$ cat src/rtl/ps2_host_tx.sv
// ps2_host_tx: sends one byte from the host to a PS/2 device over open-drain clock and data.
// The device clock is synchronised and glitch-filtered, and the whole transfer is bounded by a timeout.
module ps2_host_tx #(
  parameter int INHIBIT_CYC = 840,
  parameter int TIMEOUT_CYC = 140000,
  parameter int FILTER_LEN  = 8
) (
  input  logic       clk,
  input  logic       rst_n,
  input  logic [7:0] tx_data,
  input  logic       tx_start,
  output logic       busy,
  output logic       done,
  output logic       error,
  input  logic       ps2clk_in,
  input  logic       ps2data_in,
  output logic       ps2clk_oe,
  output logic       ps2data_oe
);
  localparam int IW = $clog2(INHIBIT_CYC + 1);
  localparam int TW = $clog2(TIMEOUT_CYC + 1);
  localparam int FW = $clog2(FILTER_LEN + 1);
  localparam logic [IW-1:0] INH_LAST = IW'(INHIBIT_CYC - 1);
  localparam logic [TW-1:0] TMO_LAST = TW'(TIMEOUT_CYC - 1);
  localparam logic [FW-1:0] FLT_LAST = FW'(FILTER_LEN - 1);
  typedef enum logic [2:0] {IDLE, INHIBIT, REQ, SEND, ACK, RELEASE, FINISH} state_t;
  state_t          state_q, state_d;
  logic [1:0]      csync_q, csync_d, dsync_q, dsync_d;
  logic            lvl_q, lvl_d;
  logic [FW-1:0]   fcnt_q, fcnt_d;
  logic [IW-1:0]   cnt_q, cnt_d;
  logic [TW-1:0]   tmo_q, tmo_d;
  logic [9:0]      sr_q, sr_d;
  logic [3:0]      nbit_q, nbit_d;
  logic            nack_q, nack_d, clk_oe_q, clk_oe_d, data_oe_q, data_oe_d;
  logic            flip, fall, timing;

  always_comb begin
    csync_d   = {csync_q[0], ps2clk_in};
    dsync_d   = {dsync_q[0], ps2data_in};
    flip      = (csync_q[1] != lvl_q) && (fcnt_q == FLT_LAST);
    lvl_d     = lvl_q ^ flip;
    fcnt_d    = (csync_q[1] != lvl_q && !flip) ? fcnt_q + 1'b1 : '0;
    fall      = flip & lvl_q;
    timing    = state_q inside {SEND, ACK, RELEASE};
    state_d   = state_q;
    cnt_d     = cnt_q;
    tmo_d     = timing ? tmo_q + 1'b1 : tmo_q;
    sr_d      = sr_q;
    nbit_d    = nbit_q;
    nack_d    = nack_q;
    clk_oe_d  = clk_oe_q;
    data_oe_d = data_oe_q;
    case (state_q)
      IDLE: if (tx_start) begin
        sr_d     = {1'b1, ~^tx_data, tx_data};
        clk_oe_d = 1'b1;
        cnt_d    = '0;
        nack_d   = 1'b0;
        state_d  = INHIBIT;
      end
      INHIBIT: begin
        cnt_d = cnt_q + 1'b1;
        if (cnt_q == INH_LAST) begin
          data_oe_d = 1'b1;
          state_d   = REQ;
        end
      end
      REQ: begin
        clk_oe_d = 1'b0;
        tmo_d    = '0;
        nbit_d   = '0;
        state_d  = SEND;
      end
      SEND: if (fall) begin
        data_oe_d = ~sr_q[0];
        sr_d      = sr_q >> 1;
        nbit_d    = nbit_q + 1'b1;
        state_d   = (nbit_q == 4'd9) ? ACK : SEND;
      end
      ACK: if (fall) begin
        nack_d  = dsync_q[1];
        state_d = RELEASE;
      end
      RELEASE: state_d = (lvl_q && dsync_q[1]) ? FINISH : RELEASE;
      FINISH:  state_d = IDLE;
      default: state_d = IDLE;
    endcase
    // A stalled device must never leave the bus held or the host waiting.
    if (timing && tmo_q == TMO_LAST) begin
      clk_oe_d  = 1'b0;
      data_oe_d = 1'b0;
      nack_d    = 1'b1;
      state_d   = FINISH;
    end
  end

  always_ff @(posedge clk or negedge rst_n) begin
    if (!rst_n) begin
      state_q   <= IDLE;
      csync_q   <= '1;
      dsync_q   <= '1;
      lvl_q     <= 1'b1;
      fcnt_q    <= '0;
      cnt_q     <= '0;
      tmo_q     <= '0;
      sr_q      <= '0;
      nbit_q    <= '0;
      nack_q    <= 1'b0;
      clk_oe_q  <= 1'b0;
      data_oe_q <= 1'b0;
    end else begin
      state_q   <= state_d;
      csync_q   <= csync_d;
      dsync_q   <= dsync_d;
      lvl_q     <= lvl_d;
      fcnt_q    <= fcnt_d;
      cnt_q     <= cnt_d;
      tmo_q     <= tmo_d;
      sr_q      <= sr_d;
      nbit_q    <= nbit_d;
      nack_q    <= nack_d;
      clk_oe_q  <= clk_oe_d;
      data_oe_q <= data_oe_d;
    end
  end

  assign busy       = (state_q != IDLE) && (state_q != FINISH);
  assign done       = state_q == FINISH;
  assign error      = done & nack_q;
  assign ps2clk_oe  = clk_oe_q;
  assign ps2data_oe = data_oe_q;
endmodule

$ cat config.mk
export PLATFORM = sky130hd
export DESIGN_NAME = ps2_host_tx
export DESIGN_NICKNAME = d
export VERILOG_FILES = /design/src/rtl/ps2_host_tx.sv
export SDC_FILE = /design/constraint.sdc
export NUM_CORES = 1
export LEC_CHECK = 0
export BUFFER_PORTS_ARGS = -buffer_cell sky130_fd_sc_hd__buf_4
export CORE_MARGIN = 5
export CORE_UTILIZATION = 25
export DETAILED_ROUTE_END_ITERATION = 10
export GPL_TIMING_DRIVEN = 0
export HOLD_SLACK_MARGIN = 0.05
export PLACE_DENSITY = 0.39
export SETUP_SLACK_MARGIN = 0.15
export SYNTH_ARGS = -nofsm -noshare
export SYNTH_HDL_FRONTEND = slang
export SYNTH_SLANG_ARGS = --single-unit
$ cat constraint.sdc
create_clock -name clk -period 3.62 [get_ports clk]
set_input_delay 0.362 -clock clk [delete_from_list [all_inputs] [get_ports clk]]
set_output_delay 0.362 -clock clk [all_outputs]
set_load 0.02 [all_outputs]
### Word-level counts from Yosys, hierarchy flattened

Cells that the tools add are included.

| cells by class | value |
|---|---|
| mux-type cells | 29 |
| $add $sub $neg | 4 |
| reductions and logical operators | 24 |
| bitwise gates (word level) | 4 |
| eq/ne operators | 18 |

Operators with widths:

| cell | count |
|---|---|
| one-hot mux 10 bit (2 select lines) | 2 |
| two-way mux 18 bit | 2 |
| two-way mux 10 bit | 3 |
| adder 18 x 1 -> 18 bit (second input constant) | 1 |
| == test 18 bit (second input constant) | 1 |
| two-way mux 3 bit | 6 |
| one-hot mux 3 bit (6 select lines) | 1 |
| nonzero test 3 bit | 5 |
| adder 10 x 1 -> 10 bit (second input constant) | 1 |
| == test 10 bit (second input constant) | 1 |
| == test 3 bit (second input constant) | 3 |
| inequality test 3 bit (second input constant) | 3 |
| AND reduction 3 bit | 3 |
| adder 4 x 1 -> 4 bit (second input constant) | 2 |
| two-way mux 1 bit | 8 |
| two-way mux 4 bit | 2 |
| one-hot mux 4 bit (2 select lines) | 1 |
| nonzero test 2 bit | 4 |
| XNOR reduction 8 bit | 1 |
| == test 3 x 2 -> 1 bit (second input constant) | 2 |
| inequality test 3 x 2 -> 1 bit (second input constant) | 2 |
| one-hot mux 1 bit (2 select lines) | 3 |
| AND reduction 2 bit | 3 |
| logical AND 1 bit | 5 |
| other kinds (12) | 14 |

| word-level totals | value |
|---|---|
| output and inout bits | 5 |
| word-level logic and storage cells | 91 |
| flip-flop bits (word level) | 57 |

### Longest topological paths before layout

Gate-level depths: netlist (run 1).

| logic depth | value |
|---|---|
| depth after elaboration | 6 |
| mapped depth | 7 |

### Least setup slack after synthesis (run 1)

Ideal clock, no wire load.

| timing | value |
|---|---|
| kind | reg2reg |
| start | reg fcnt_q[0] |
| end | reg sr_q[8] |
| cell stages (with the launch flop) | 7 |
| clock period less this slack | 1.831 ns |
| buffers on the path | 2 |
| required time | 3.482 ns |
| arrival | 1.693 ns |
| setup slack | 1.789 ns |
| cells stage by stage | dfrtp_1 > ha_1 > and3b_1 > clkbuf_1 > a31oi_1 > buf_2 > o221ai_1 |

| between the ends | value |
|---|---|
| longest elaborated chain between the ends | 5 |

Ends and longest elaborated chain:

| item | RTL line | source |
|---|---|---|
| start: declaration | 30 | `logic [FW-1:0] fcnt_q, fcnt_d;` |
| start signal: assignment | 117 | `fcnt_q <= fcnt_d;` |
| == test 4 x 3 -> 1 bit | 41 | `flip = (csync_q[1] != lvl_q) && (fcnt_q == FLT_LAST);` |
| logical AND 1 bit | 41 |  |
| AND 1 bit | 44 | `fall = flip & lvl_q;` |
| inequality test 2 bit (no source line) | n/a |  |
| AND reduction 3 bit (no source line) | n/a |  |
| end signal: assignment | 120 | `sr_q <= sr_d;` |
| end: declaration | 33 | `logic [9:0] sr_q, sr_d;` |

Every way passes these cells.
A chain may end at the register's enable or synchronous reset.

### Final worst setup path (run 1)

Same ends and word-level chain as after synthesis.

==> metrics, run 1 <==
Mapped Cells=316; DRC=0; share of layout cells above drive strength 1=0.1547; Net Sw Power=0.3752 mW; async set-reset flop share out of synthesis=1.000; R2R Path Start=fcnt_q[0]; arrival time worst endpoint=2.57 ns; top-area cell type share of the netlist area=0.4332; Synth area leaders=dfrtp_1, nand2_1, o21ai_0; vias per cell=4.784; synthesized flop and latch total=57; Synth Warn #=0; critical path fanouts, max=10; fin crit period=2.375 ns; Synth-to-Final Area Change=21.37%; Initial Util=0.2522; slowest cell on the critical path=a31oi_1; grt ovf=0; post-route clock period utilization=0.6560; gr usage total=0.1079; commonest non-fill, non-tap cells in the layout=dfrtp_1, nand2_1, o21ai_0; setup_tns=0 ns; CTS Buf Count=9; Sw Share=0.2176; FF/Latch Area=0.001433 mm²; Comb pwr share=0.056; Final nets=362; Initial DRC Count=154; H-Tree Depth=3; Max Fclk=421.1 MHz; Crit Path Class=register to register; status=complete, no violations; core area=0.01191 mm²; CP Buf/Inv Count=2; IO Count=18; Clock Path Buffers=2; post_cts resized=0; CP top delay family=compound AO/OA/AOI/OAI gates; Root Buffer=clkbuf_16; # port buffers=17; Horiz. Die Dim=119.6 µm; # setup viols final=0; hpwl dp=4856 µm; crit-path max cell delay=0.74 ns; largest net degree at the start of global routing=58; worst reg2reg path depth=6; Peak supply drop=0.2397 mV; clock skew=0.005288 ns; full die area=0.01431 mm²; crit path cell chain=ha_1 -> and3b_1 -> clkbuf_1 -> a31oi_1 -> buf_2 -> o221ai_1; Hold Crit Class=input pin to asynchronous set/reset pin; die height=119.6 µm; leak pwr=1.575 nW; Post-synth EDFFs=0; Worst Setup Start Kind=register; Mapped Avg Cell Area=9.507 µm²; leading area contributor after synthesis=dfrtp_1; Main synth FF type=dfrtp_1; Slew Limit Fails=0; routed via count=2373; TritonCTS clock tree=done; Reg power frac=0.400; syn_nets=334; Slew HR=0.3533; final WL=7065 µm; first-pass GRT wire length=12370 µm; Worst-Margin Slew=0.9680 ns; flop2flop setup slack=1.25 ns; r2r endpoint=sr_q[8]; CTS clk-pin slew, worst paths=0.05 ns; Worst setup EP type=register; pwr dens=472.9 mW/mm²; routed len/inst=14.24 µm; initial antenna violation count=0; antenna violation net count after detailed routing=0; most common cell after layout, fill and taps aside=dfrtp_1; Post-CTS Setup Repair Bufs=0; Std-Cell Rows=40; drt pass-1 iters=4; Clock Sinks=57; Clk Latency, worst-skew pair=0.33 ns; number of global-route vias before repair=2439; RSZ-0062 raised after global routing=no; share of power burned in the clock network=0.544; register area share after synthesis=0.4769; # diodes=0; multi-input logic area=0.001480 mm²; Synth Cell Area=0.003004 mm²; Max-cap violations=0; GPL Wtd Cong=0.7249; fillers=1291; cts hold-fix bufs=0; Required @ worst endpoint=3.81 ns; post-synth cell types=49; Overall Power=1.724 mW; Pint=1.349 mW; final hold violations=0
[through the flow]
stage            util  cells  area (µm²)  setup slack [ns]  hold WS [ns]
2_1_floorplan       -    316        3004             1.789       0.06641
3_3_place_gp   0.2784    480        3316             1.213        0.3473
3_5_place_dp   0.2784    480        3316             1.230        0.3493
4_1_cts        0.3061    496        3646             1.209        0.1283
5_1_grt        0.3061    496        3646             1.032        0.1324
6_report       0.3061    496        3646             1.245        0.1154
[power by group through the flow]
stage                     registers [mW]  logic (mW)  clock network [mW]
after floorplan                    0.695      0.0625                   0
after global placement             0.700      0.0994                   0
after detailed placement           0.700      0.0996                   0
after CTS                          0.689      0.0995               0.967
after global routing               0.694       0.114               0.991
final                              0.689      0.0970               0.938
[metal layers]
layer / track usage / vias to the layer above / share of wire
li1: - / 1192 / -
met1: 0.1421 / 1139 / 0.50
met2: 0.1681 / 34 / 0.45
met3: 0.02922 / 8 / 0.028
met4: 0.04295 / 0 / 0.015
met5: 0 / - / 0
[final cells by class]
class,count,area share
Timing Repair Buffer,17,0.03500
Clock buffer,11,0.06932
Sequential cell,57,0.3929
Inverter,8,0.008236
Tap cell,147,0.05045
Buffer,14,0.01682
Clock inverter,5,0.02128
Multi-Input combinational cell,237,0.4060
[flip-flops by register name (all words and copies together) (netlist names), named ones only]
name and count:
cnt_q 10, csync_q 2, dsync_q 2, fcnt_q 4, nack_q 1, nbit_q 4
ps2clk_oe 1, ps2data_oe 1, sr_q 10, state_q 3, tmo_q 18
[cells in the mapped netlist (6+ instances only)]
| cell type | n |
|---|---|
| nand3_1 | 18 |
| dfrtp_1 | 52 |
| nand2_1 | 42 |
| o21ai_0 | 31 |
| buf_2 | 6 |
| xnor2_1 | 12 |
| nor2_1 | 23 |
| mux2i_1 | 14 |
| clkbuf_1 | 7 |
| inv_1 | 8 |
| and3_1 | 6 |
| a21oi_1 | 8 |
[worst max-delay path by stage]
stage          startpoint  depth (start not counted)       to  slack [ns]
2_1_floorplan   fcnt_q[0]                          6  sr_q[8]        1.79
3_3_place_gp    fcnt_q[0]                          6  sr_q[8]        1.21
3_5_place_dp    fcnt_q[0]                          6  sr_q[8]        1.23
4_1_cts         fcnt_q[0]                          6  sr_q[8]        1.21
5_1_grt         fcnt_q[0]                          7  sr_q[6]        1.03
6_report        fcnt_q[0]                          6  sr_q[8]        1.25
[cells by family (layout without fill, tap and decap cells)]
logic type,after synthesis,count (layout),synth area share
multiplexers,14,14,0.04665
buffers and inverters,22,55,0.03040
flip-flops,57,57,0.4769
adder cells (fa/ha/maj),5,5,0.02082
AND/OR/NAND/NOR,131,131,0.2224
XOR/XNOR,17,17,0.05206
AO/OA/AOI/OAI,70,70,0.1508
Note: power is estimated with default switching activity, not from simulation.
==> run 2: changes to the inputs <==
- PLACE_DENSITY: 0.39 -> 0.4
- clock period: 3.62 -> 1.95 ns (I/O delays scaled with it)
==> run 2 against run 1 <==
Sequential power increased by 86%. Critical path depth decreased by 1. Setup slack got worse by 1.1 ns. Clock skew increased by 0.0039 ns. Design area increased by 7.9%. Via count increased by 3.3%. Critical path type is now register to output pin. Critical endpoint is now error.
==> metrics, run 2 (synthesized netlist as in run 1, its figures left out) <==
met3 wire length=279 µm (+42%); first-pass GRT wire length=12140 µm (-1.8%); Worst setup EP type=output pin; Initial Util=0.2522 (unchanged); leak pwr=1.677 nW (+6.4%); DRC=0 (unchanged); crit path cell chain=clkbuf_8 -> buf_4 -> and3_1 -> and2_1 -> buf_4; placed cell count=480 (unchanged); CTS clk-pin slew, worst paths=0.05 ns (about the same); Peak supply drop=0.5702 mV (+140%); post-route clock period utilization=0.9008; grt ovf=0 (unchanged); number of global-route vias before repair=2398 (-1.7%); slowest cell on the critical path=dfrtp_1; max FFs per register=18 (unchanged); share of layout cells above drive strength 1=0.2445 (+0.08978); Max Used Layer=met4; fillers=1245 (-3.6%); Std-Cell Rows=40 (unchanged); most used cell, CP=buf_4; Initial DRC Count=166 (+7.8%); Final nets=377 (+4.1%); final WL=7241 µm (+2.5%); CP top delay family=buffers and inverters; met2 WL=3299 µm (+2.8%); non-filler cells, final=511 (+3.0%); Setup WS post-layout=0.1934 ns (-1.052 ns); Hold Crit Class=input pin to register; Worst-Margin Slew=0.7864 ns (-0.1817 ns); H-Tree Depth=3 (unchanged); Crit Path Class=register to output pin; Max-cap violations=0 (unchanged); hpwl dp=4670 µm (-3.8%); M1 WL=3559 µm (+0.14%); Top Registers=tmo_q x18, cnt_q x10, sr_q x10; GPL Wtd Cong=0.7243 (about the same); CTS Buf Count=9 (unchanged); clock skew=0.009158 ns (+0.003870 ns); Clock Sinks=57 (unchanged); Slew Limit Fails=0 (unchanged); initial antenna violation count=0 (unchanged); Clk Latency, worst-skew pair=0.33 ns (about the same); commonest non-fill, non-tap cells in the layout=dfrtp_1, nand2_1, buf_4, o21ai_0, nor2_1; status=complete, no violations; die height=119.6 µm (unchanged); Synth-to-Final Area Change=30.95%; crit-path max cell delay=0.37 ns (-0.37 ns); critical path fanouts, max=10 (unchanged); routed len/inst=14.17 µm (-0.52%); fin crit period=1.757 ns; TritonCTS clock tree=done; # diodes=0 (unchanged); RSZ-0062 raised after global routing=yes; final hold violations=0 (unchanged); pwr dens=807.0 mW/mm² (+71%); # setup viols final=0 (unchanged); full die area=0.01431 mm² (unchanged); arrival time worst endpoint=1.56 ns (-1.01 ns); Root Buffer=clkbuf_16; Biggest register=tmo_q; largest net degree at the start of global routing=58 (unchanged); Required @ worst endpoint=1.75 ns (-2.06 ns); Util after Layout=0.3303 (+0.02416); most common cell after layout, fill and taps aside=dfrtp_1; antenna violation net count after detailed routing=0 (unchanged); Horiz. Die Dim=119.6 µm (unchanged); # port buffers=17 (unchanged); drt pass-1 iters=4 (unchanged); routed via count=2451 (+3.3%); Clock Path Buffers=2 (unchanged); Max Fclk=569.3 MHz; gr usage total=0.1064 (-0.001418); vias per cell=4.796 (+0.26%); Slew HR=0.4758 (+0.1225); dpl ws=-0.3482 ns (-1.578 ns); Worst Setup Start Kind=register; flop2flop setup slack=0.25 ns (-1.00 ns); CP Buf/Inv Count=3 (+1); IO Count=18 (unchanged); Overall Power=3.174 mW (+84%); core area=0.01191 mm² (unchanged)
## run 2: cell count changes in the layout (fill, tap and decap cells not counted), moves of 3 or more
cell,change
buf_4,+14
buf_2,-5
clkbuf_1,-5
clkbuf_2,+3
clkbuf_4,+3
dlygate4sd3_1,+3
## run 2: path summary, 6_finish.rpt
path | start | to | depth (start not counted)
hold / removal | tx_data[3] | sr_q[3] | 3
max in group asynchronous | rst_n | state_q[1] | 2
min in group asynchronous | rst_n | tmo_q[4] | 2
setup / recovery | state_q[2] | error | 5
setup reg to reg | state_q[2] | state_q[2] | 6
hold reg to reg | csync_q[0] | csync_q[1] | 0
## run 2: final cells by class
class / count / area, µm² / area share
timing repair buffer: 32 / 251.5 / 0.06393
clock buffer: 11 / 242.7 / 0.06170
tap: 147 / 183.9 / 0.04676
inverter: 8 / 30.03 / 0.007634
sequential: 57 / 1435 / 0.3648
multi-input combinational: 237 / 1608 / 0.4087
clock inverter: 5 / 80.08 / 0.02036
buffer: 14 / 102.6 / 0.02608
## run 2: routing by layer
metal | vias to the layer above | global-route usage
met3 | 10 | 0.03676
li1 | 1225 | -
met2 | 39 | 0.1578
met5 | - | 0
met4 | 0 | 0.04080
met1 | 1177 | 0.1426
## run 2: repair_timing
item                                    in CTS  in global routing
resized for setup                           29                 22
gates cloned                                 0                  0
buffers inserted                             8                  4
pin swaps                                    2                  4
hold buffers                                 3                  0
endpoints found under the setup margin      41                 25
endpoints found under the hold margin       54                  0
## run 2: per-stage QoR
stage	hold WS [ns]	instance area (µm²)	setup TNS [ns]
floorplan	-0.1006	3010	0
global placement	0.3038	3322	-4.931
detailed placement	0.3045	3322	-5.049
CTS	0.1607	3854	0
global route	0.1732	3934	0
finish	0.1727	3934	0
## run 2: worst reg2reg max path, stage by stage (launching register included)
cell      delay (ns)
dfrtp_1         0.33
clkbuf_8        0.17
nand3b_1        0.22
nand2_1         0.15
and3_1          0.20
clkbuf_2        0.16
or3_1           0.35
## run 2: where the power goes
part           leakage, nW  switching, mW  internal, mW  total, mW
Sequential           0.743         0.0394          1.24       1.28
Combinational        0.781          0.103        0.0876      0.191
Clock                0.152          0.553          1.15       1.70
Total                 1.68          0.696          2.48       3.17
